`src/rtl/hazard_ctrl.sv`:
```
// Hazard and pipeline control for the 5-stage LEGv8 pipeline: load-use stalls with a
// countdown FSM, MEM-resolved branch squashes, and saturating stall/flush counters.
module hazard_ctrl #(
  parameter int unsigned STALL_CYCLES = 1,
  parameter int unsigned CNT_W        = 32,
  parameter int unsigned ZERO_REG     = 31
) (
  input  logic             clock,
  input  logic             reset,
  input  logic             idex_memread,
  input  logic [4:0]       idex_write_reg,
  input  logic [4:0]       ifid_rn,
  input  logic [4:0]       ifid_rm,
  input  logic             ifid_uses_rm,
  input  logic             mem_branch_taken,
  output logic             pc_write,
  output logic             ifid_write,
  output logic             idex_bubble,
  output logic             flush_ifid,
  output logic             flush_idex,
  output logic             flush_exmem,
  output logic [CNT_W-1:0] stall_count,
  output logic [CNT_W-1:0] flush_count
);

  typedef enum logic {RUN, STALL} state_t;

  localparam logic [4:0]       ZERO_RD  = ZERO_REG[4:0];
  localparam logic [3:0]       CD_INIT  = 4'(STALL_CYCLES - 1);
  localparam logic [CNT_W-1:0] CNT_MAX  = {CNT_W{1'b1}};
  localparam logic [CNT_W-1:0] CNT_ONE  = CNT_W'(1);
  localparam bit               MULTI    = (STALL_CYCLES > 1);

  state_t           state_reg;
  logic [3:0]       countdown_reg;
  logic [CNT_W-1:0] stall_cnt_reg;
  logic [CNT_W-1:0] flush_cnt_reg;

  logic rn_match;
  logic rm_match;
  logic hazard;
  logic stalling;

  assign rn_match = (ifid_rn == idex_write_reg);
  assign rm_match = ifid_uses_rm & (ifid_rm == idex_write_reg);
  // XZR as a destination never carries a value, so it can never create a dependency.
  assign hazard   = idex_memread & (idex_write_reg != ZERO_RD) & (rn_match | rm_match);
  assign stalling = (state_reg == STALL) | hazard;

  // Branch squash outranks any stall; reset forces the free-running defaults.
  always_comb begin
    pc_write    = 1'b1;
    ifid_write  = 1'b1;
    idex_bubble = 1'b0;
    flush_ifid  = 1'b0;
    flush_idex  = 1'b0;
    flush_exmem = 1'b0;
    if (!reset) begin
      if (mem_branch_taken) begin
        flush_ifid  = 1'b1;
        flush_idex  = 1'b1;
        flush_exmem = 1'b1;
      end else if (stalling) begin
        pc_write    = 1'b0;
        ifid_write  = 1'b0;
        idex_bubble = 1'b1;
      end
    end
  end

  always_ff @(posedge clock) begin
    if (reset) begin
      state_reg     <= RUN;
      countdown_reg <= 4'd0;
      stall_cnt_reg <= '0;
      flush_cnt_reg <= '0;
    end else if (mem_branch_taken) begin
      state_reg     <= RUN;
      countdown_reg <= 4'd0;
      if (flush_cnt_reg != CNT_MAX) flush_cnt_reg <= flush_cnt_reg + CNT_ONE;
    end else if (state_reg == STALL) begin
      if (stall_cnt_reg != CNT_MAX) stall_cnt_reg <= stall_cnt_reg + CNT_ONE;
      if (countdown_reg == 4'd1) begin
        state_reg     <= RUN;
        countdown_reg <= 4'd0;
      end else begin
        countdown_reg <= countdown_reg - 4'd1;
      end
    end else if (hazard) begin
      if (stall_cnt_reg != CNT_MAX) stall_cnt_reg <= stall_cnt_reg + CNT_ONE;
      // The detecting cycle is the first bubble; the FSM covers the remainder.
      if (MULTI) begin
        state_reg     <= STALL;
        countdown_reg <= CD_INIT;
      end
    end
  end

  assign stall_count = stall_cnt_reg;
  assign flush_count = flush_cnt_reg;

endmodule

```
`config.mk`:
```
export PLATFORM = sky130hd
export DESIGN_NAME = hazard_ctrl
export DESIGN_NICKNAME = d
export VERILOG_FILES = /design/src/rtl/hazard_ctrl.sv
export SDC_FILE = /design/constraint.sdc
export NUM_CORES = 1
export LEC_CHECK = 0
export ABC_AREA = 1
export BUFFER_PORTS_ARGS = -buffer_cell sky130_fd_sc_hd__clkbuf_2
export CAP_MARGIN = 20
export CORE_ASPECT_RATIO = 0.75
export CORE_MARGIN = 4
export CORE_UTILIZATION = 55
export CTS_CLUSTER_DIAMETER = 40
export DETAILED_ROUTE_END_ITERATION = 10
export PLACE_DENSITY = 0.82
export SLEW_MARGIN = 20
export SYNTH_ARGS = -nofsm -noshare
export SYNTH_HDL_FRONTEND = slang
export SYNTH_SLANG_ARGS = --single-unit
```
`constraint.sdc`:
```
create_clock -name clock -period 1.8 [get_ports clock]
set_input_delay 0 -clock clock [delete_from_list [all_inputs] [get_ports clock]]
set_output_delay 0 -clock clock [all_outputs]
set_load 0.1 [all_outputs]
```
==> qor.txt, run 1 <==
crit path buf inv count: 2
vias in the first global route: 4686
cell with the most instances after synthesis: nand2_1
Reg-to-Reg End: stall_count[7]$_SDFFE_PP0P_
CTS tree: built
antenna diode count: 0
Routed Wire Length: 15.10 mm
CTS Sinks: 69
share of layout cells above drive strength 1: 0.2773
CTS max path bufs: 2
WHS: 0.1073 ns
Yosys warning count: 0
Finished Core Util: 0.7377
All-Layer GR Usage: 0.2836
Final Slew Violations: 0
Fin. Hold Viols: 0
worst r2r src: stall_count[15]$_SDFFE_PP0P_
clk root buf: clkbuf_8
Pleak: 2.412 nW
Area contributors post-synth: dfxtp_1 30%, nand2_1 21%, nor2_1 8.7%, inv_1 6.4%, a21oi_1 4.9%
htree depth: 3
nets@finish: 888
Worst Setup SP: stall_count[15]$_SDFFE_PP0P_
Worst slew margin: 0.5597
Crit-path slowest cell: dfxtp_4
drt pass-1 iters: 6
# port buffers: 89
Crit. path cell count: 12
site row count: 28
failing checks: negative setup slack
ys flop type: dfxtp_1
Clock Skews: 0.01023 ns
outcome: complete, but fails checks
Yosys reg bits: 69
slew at the pin closest to its max-slew limit: 0.6597 ns
crit-path most repeated cell: nand2_1
Seq/Total Area, Yosys: 0.2995
via count: 5421
Setup crit end kind: flip-flop
Net Count, Synth: 782
Worst Hold Class: in2reg
CP max FO: 6
Synth Instances: 758
maximum vdd drop: 0.4219 mV
DRT iter0 DRCs: 604
area post-placement: 5458 sq um
cells on worst reg2reg path: 12
CTS Buf Count: 9
die height: 87.31 microns
synth unique cells: 34
vias per cell: 5.566
largest net degree at the start of global routing: 38
commonest cells in the netlist: 259 x nand2_1, 107 x nor2_1, 79 x inv_1
global route total overflow: 0
Clk pin slew, worst setup/hold paths: 0.07 ns
Setup crit start kind: flip-flop
hpwl dp: 10.35 mm
fin area: 5918 sq um
top cell type's share of synthesized area: 0.2995
cells along the critical path: nand2_1 > nor2_2 > nand2_1 > nor2_4 > buf_6 > nand3_4 > nand2_1 > inv_1 > nand3_1 > nand2_1 > nand2_1 > nor2_1
first-pass GRT wire length: 22.89 mm
period utilization: 1.069
CORE AREA: 8023 sq um
minimum clock period after layout: 1.923 ns
number of enable-type register cells in the synthesized netlist: 0
end of the critical path: stall_count[7]$_SDFFE_PP0P_
ANT nets after route: 0
Place WS: -0.06192 ns
IO Count: 90
die footprint: 9930 sq um
CP Class: reg2reg
P per Cell Area: 482.6 nW/um^2
CP delay by family, top: simple AND/OR/NAND/NOR gates
largest stage delay on the critical path: 0.38 ns
mean post-synth cell area: 6.084 sq um
Arr. time, crit path: 2.17 ns
Die W: 113.7 microns
FFs w/ async S/R, synth: 0
WP data required: 2.05 ns
initial antenna violation count: 0
max_cap viols: 0
worst skew pair latency: 0.36 ns
Syn Std Cell Area: 4612 sq um
final worst slack: -0.1234 ns
final setup vio count: 26
Final Wtd Congestion: 0.9508
drt drc: 0
Initial Util: 0.5749
RSZ-0062 raised after global routing: true
r2r setup slk: -0.12 ns
Avg WL per Cell: 15.51 microns
cell accounting for the most synthesized area: dfxtp_1
area delta synth->final: 28.32%
Fmax: 519.9 MHz
==> cell families (layout without fill, tap and decap cells) <==
kind of cell	count (synthesis)	count (layout)	synth area share
compound gates	57	57	0.06321
simple gates	488	493	0.4674
xor+xnor	31	31	0.05887
fa+ha+maj	4	4	0.01085
flops	69	69	0.2995
buf+inv	109	215	0.1001
==> layer usage <==
metal | up-vias | share of wire | GRT usage
met5 | - | 0 | 0
met2 | 313 | 0.44 | 0.4404
met3 | 51 | 0.11 | 0.07222
li1 | 2630 | - | -
met1 | 2427 | 0.43 | 0.3932
met4 | 0 | 0.021 | 0.07314
==> worst reg2reg max path: cells and delay by family, from the launching register on <==
family                 cells  cell delay [ns]
AND/OR/NAND/NOR           10             1.20
flip-flops                 1             0.38
buffers and inverters      2             0.21
==> repair_timing <==
action                     4_1_cts  5_1_grt
hold endpoints to repair         3        0
pin swaps                        2       21
resized for setup                2       31
setup endpoints to repair       24       59
setup buffers                    2       11
hold buffers                     1        0
cloned                           2        4
==> area by class of cell <==
cell class / instances / area, sq um
clock inverter: 3 / 12.51
timing repair buffer: 116 / 818.3
fill: 615 / 2105
tap: 105 / 131.4
inverter: 83 / 326.6
sequential: 69 / 1549
clock buffer: 13 / 138.9
multi-input combinational: 585 / 2942
==> worst min path at each step <==
stage / slack [ns] / end / startpoint / cells after the start
after floorplan: 0.21 / flush_count[11]$_SDFFE_PP0P_ / reset / 3
after global placement: 0.25 / flush_count[4]$_SDFFE_PP0P_ / reset / 2
after detailed placement: 0.25 / flush_count[3]$_SDFFE_PP0P_ / reset / 2
after CTS: 0.05 / flush_count[3]$_SDFFE_PP0P_ / mem_branch_taken / 4
after global routing: 0.14 / countdown_reg[1]$_SDFFE_PP0P_ / mem_branch_taken / 4
final: 0.11 / countdown_reg[1]$_SDFFE_PP0P_ / mem_branch_taken / 4
==> stage by stage <==
step                setup TNS [ns]  total power, W  cells
finish                      -1.064        0.002856    974
global route                -2.137        0.002968    974
CTS                      -0.004417        0.002857    959
detailed placement         -0.8766        0.001802    938
global placement                 0        0.001794    938
floorplan                        0        0.001717    758
==> power breakdown <==
part	internal (W)	switching (W)
combinational	0.0000815	0.000211
sequential	0.00148	0.00000739
clock	0.000491	0.000584
total	0.00205	0.000802
==> layout by cell type, fill, tap and decap left out, types with 10 or more instances in the layout <==
| cell type | instances |
|---|---|
| nand2_1 | 252 |
| nor2_1 | 103 |
| clkbuf_2 | 83 |
| inv_1 | 74 |
| a21oi_1 | 43 |
| nand3_1 | 36 |
| nand4_1 | 36 |
| dfxtp_4 | 35 |
| dfxtp_2 | 29 |
| xor2_1 | 22 |
| buf_4 | 17 |
| nor3_1 | 15 |
| nand2_2 | 10 |
Power figures use the tool's default switching activity.
==> inputs of run 2 (changes only) <==
- CELL_PAD_IN_SITES_DETAIL_PLACEMENT: default -> 0
- CELL_PAD_IN_SITES_GLOBAL_PLACEMENT: default -> 1
- CORE_ASPECT_RATIO: 0.75 -> default
- CORE_UTILIZATION: 55 -> 38
==> run 2 against run 1 <==
Against the previous run:
- the flow still finishes with violations (negative setup slack)
- sequential power is essentially flat
- flip-flop and latch count did not move
- core utilization fell by 21 points
- worst hold slack got worse by 0.014 ns
- worst setup slack improved by 0.12 ns
- via count is 3.8% lower
- maximum frequency rose by 6.5%
- first-iteration DRC count is 55% lower
- non-clock buffer count decreased by 1
- final cell count increased by 3.8%
- critical path depth down 2
- largest power group is now clock
==> qor.txt, run 2 (synthesized netlist as in run 1, its figures left out) <==
vias in the first global route: 4539 (was 4686)
Fin. Hold Viols: 0 (unchanged)
site row count: 39 (was 28)
drt drc: 0 (unchanged)
initial antenna violation count: 0 (unchanged)
outcome: complete, but fails checks (unchanged)
most frequent cells in the layout: 246 x nand2_1, 103 x nor2_1, 83 x clkbuf_2 (was 252 x nand2_1, 103 x nor2_1, 83 x clkbuf_2)
Clk pin slew, worst setup/hold paths: 0.06 ns (was 0.07 ns)
WHS: 0.09331 ns (was 0.1073 ns)
Final Slew Violations: 0 (unchanged)
CTS tree: built (unchanged)
Worst slew margin: 0.5407 (was 0.5597)
All-Layer GR Usage: 0.1984 (was 0.2836)
antenna diode count: 0 (unchanged)
Worst Hold Class: in2reg (unchanged)
WP data required: 2.06 ns (was 2.05 ns)
Final Wtd Congestion: 0.8880 (was 0.9508)
max_cap viols: 0 (unchanged)
Fmax: 553.5 MHz (was 519.9 MHz)
ANT nets after route: 0 (unchanged)
Setup crit start kind: flip-flop (unchanged)
Setup crit end kind: flip-flop (unchanged)
die footprint: 13960 sq um (was 9930 sq um)
CORE AREA: 11660 sq um (was 8023 sq um)
minimum clock period after layout: 1.807 ns (was 1.923 ns)
Place WS: -0.001564 ns (was -0.06192 ns)
Avg WL per Cell: 14.51 microns (was 15.51 microns)
cells along the critical path: ha_4 > nand3_4 > nor2_4 > nand2_2 > nor2_4 > buf_6 > nand3_4 > nand3_2 > nand2_1 > a21oi_1 (was nand2_1 > nor2_2 > nand2_1 > nor2_4 > buf_6 > nand3_4 > nand2_1 > inv_1 > nand3_1 > nand2_1 > nand2_1 > nor2_1)
CP delay by family, top: simple AND/OR/NAND/NOR gates (unchanged)
slew at the pin closest to its max-slew limit: 0.6882 ns (was 0.6597 ns)
htree depth: 3 (unchanged)
drt pass-1 iters: 5 (was 6)
final worst slack: -0.006814 ns (was -0.1234 ns)
failing checks: negative setup slack (unchanged)
Arr. time, crit path: 2.07 ns (was 2.17 ns)
Clock Skews: 0.006704 ns (was 0.01023 ns)
commonest non-fill, non-tap cell in the layout: nand2_1 (unchanged)
CP max FO: 6 (unchanged)
Pleak: 2.501 nW (was 2.412 nW)
maximum vdd drop: 0.3913 mV (was 0.4219 mV)
CTS Sinks: 69 (unchanged)
# port buffers: 89 (unchanged)
CTS max path bufs: 2 (unchanged)
Initial Util: 0.3955 (was 0.5749)
cts-stage hold buffer count: 0 (was 1)
worst skew pair latency: 0.34 ns (was 0.36 ns)
final setup vio count: 2 (was 26)
share of layout cells above drive strength 1: 0.3007 (was 0.2773)
Routed Wire Length: 14.67 mm (was 15.10 mm)
RSZ-0062 raised after global routing: true (unchanged)
via count: 5213 (was 5421)
largest stage delay on the critical path: 0.37 ns (was 0.38 ns)
first-pass GRT wire length: 22.96 mm (was 22.89 mm)
setup TNS: -0.009365 ns (was -1.064 ns)
Crit-path slowest cell: dfxtp_4 (unchanged)
clk root buf: clkbuf_16 (was clkbuf_8)
hpwl dp: 10.52 mm (was 10.35 mm)
global route total overflow: 0 (unchanged)
die height: 118.2 microns (was 87.31 microns)
DRT iter0 DRCs: 269 (was 604)
vias per cell: 5.156 (was 5.566)
nets@finish: 887 (was 888)
largest net degree at the start of global routing: 38 (unchanged)
Die W: 118.2 microns (was 113.7 microns)
area delta synth->final: 33.91% (was 28.32%)
CTS Buf Count: 9 (unchanged)
period utilization: 1.004 (was 1.069)
fillers: 1185 (was 615)
IO Count: 90 (unchanged)
CP Class: reg2reg (unchanged)
crit path buf inv count: 1 (was 2)
P per Cell Area: 575.5 nW/um^2 (was 482.6 nW/um^2)
run 2: cell count changes in the layout (fill, tap and decap cells not counted), moves of 6 or more:
cell,before,now
a21oi_1,43,36
a21oi_2,3,10
clkbuf_16,1,11
clkbuf_8,9,0
nand2_1,252,246
nand2_2,10,16
run 2: timing repair:
action,4_1_cts,5_1_grt
cloned,1,6
endpoints found under the setup margin,4,50
buffers inserted,0,12
resized for setup,0,51
pin swaps,0,21
run 2: layout make-up:
class | instances | area [sq um] | area share
flip-flops and latches | 69 | 1551 | 0.2512
well taps | 143 | 178.9 | 0.02897
multi-input cells | 585 | 3007 | 0.4868
inverters | 83 | 326.6 | 0.05288
clock inverters | 7 | 65.06 | 0.01053
repair buffers | 115 | 822.0 | 0.1331
clock buffers | 9 | 225.2 | 0.03647
run 2: tightest hold or removal path: cells and delay by family:
| family | cells | cell delay [ns] |
|---|---|---|
| buf+inv | 1 | 0.13 |
| compound gates | 2 | 0.13 |
| simple gates | 1 | 0.11 |
run 2: through the flow:
| step | power [W] | std cells | cell area [sq um] | util |
|---|---|---|---|---|
| floorplan | 0.001717 | 758 | 4825 | - |
| CTS | 0.003577 | 993 | 5806 | 0.4978 |
| detailed placement | 0.001806 | 976 | 5505 | 0.4721 |
| global placement | 0.001803 | 976 | 5505 | 0.4721 |
| global route | 0.003680 | 1011 | 6176 | 0.5296 |
| finish | 0.003554 | 1011 | 6176 | 0.5296 |
run 2: worst paths after layout:
path	from	endpoint	slack, ns	cells after the start
max	stall_count[1]$_SDFFE_PP0P_	stall_count[26]$_SDFFE_PP0P_	-0.007	10
max reg2reg	stall_count[1]$_SDFFE_PP0P_	stall_count[26]$_SDFFE_PP0P_	-0.007	10
min	reset	countdown_reg[1]$_SDFFE_PP0P_	0.09	4
min reg2reg	flush_count[0]$_SDFFE_PP0P_	flush_count[0]$_SDFFE_PP0P_	0.46	1
run 2: report_power, final:
group	switching, W	internal, W
registers	0.00000760	0.00148
logic	0.000216	0.0000839
clock network	0.000700	0.00106
run 2: layer usage:
layer  vias to the layer above  GRT usage  share of wire
met1                      2402     0.2859           0.49
met4                         0    0.06154          0.015
met2                       158     0.3030           0.43
li1                       2633          -              -
met3                        20    0.03343          0.061
met5                         -          0              0
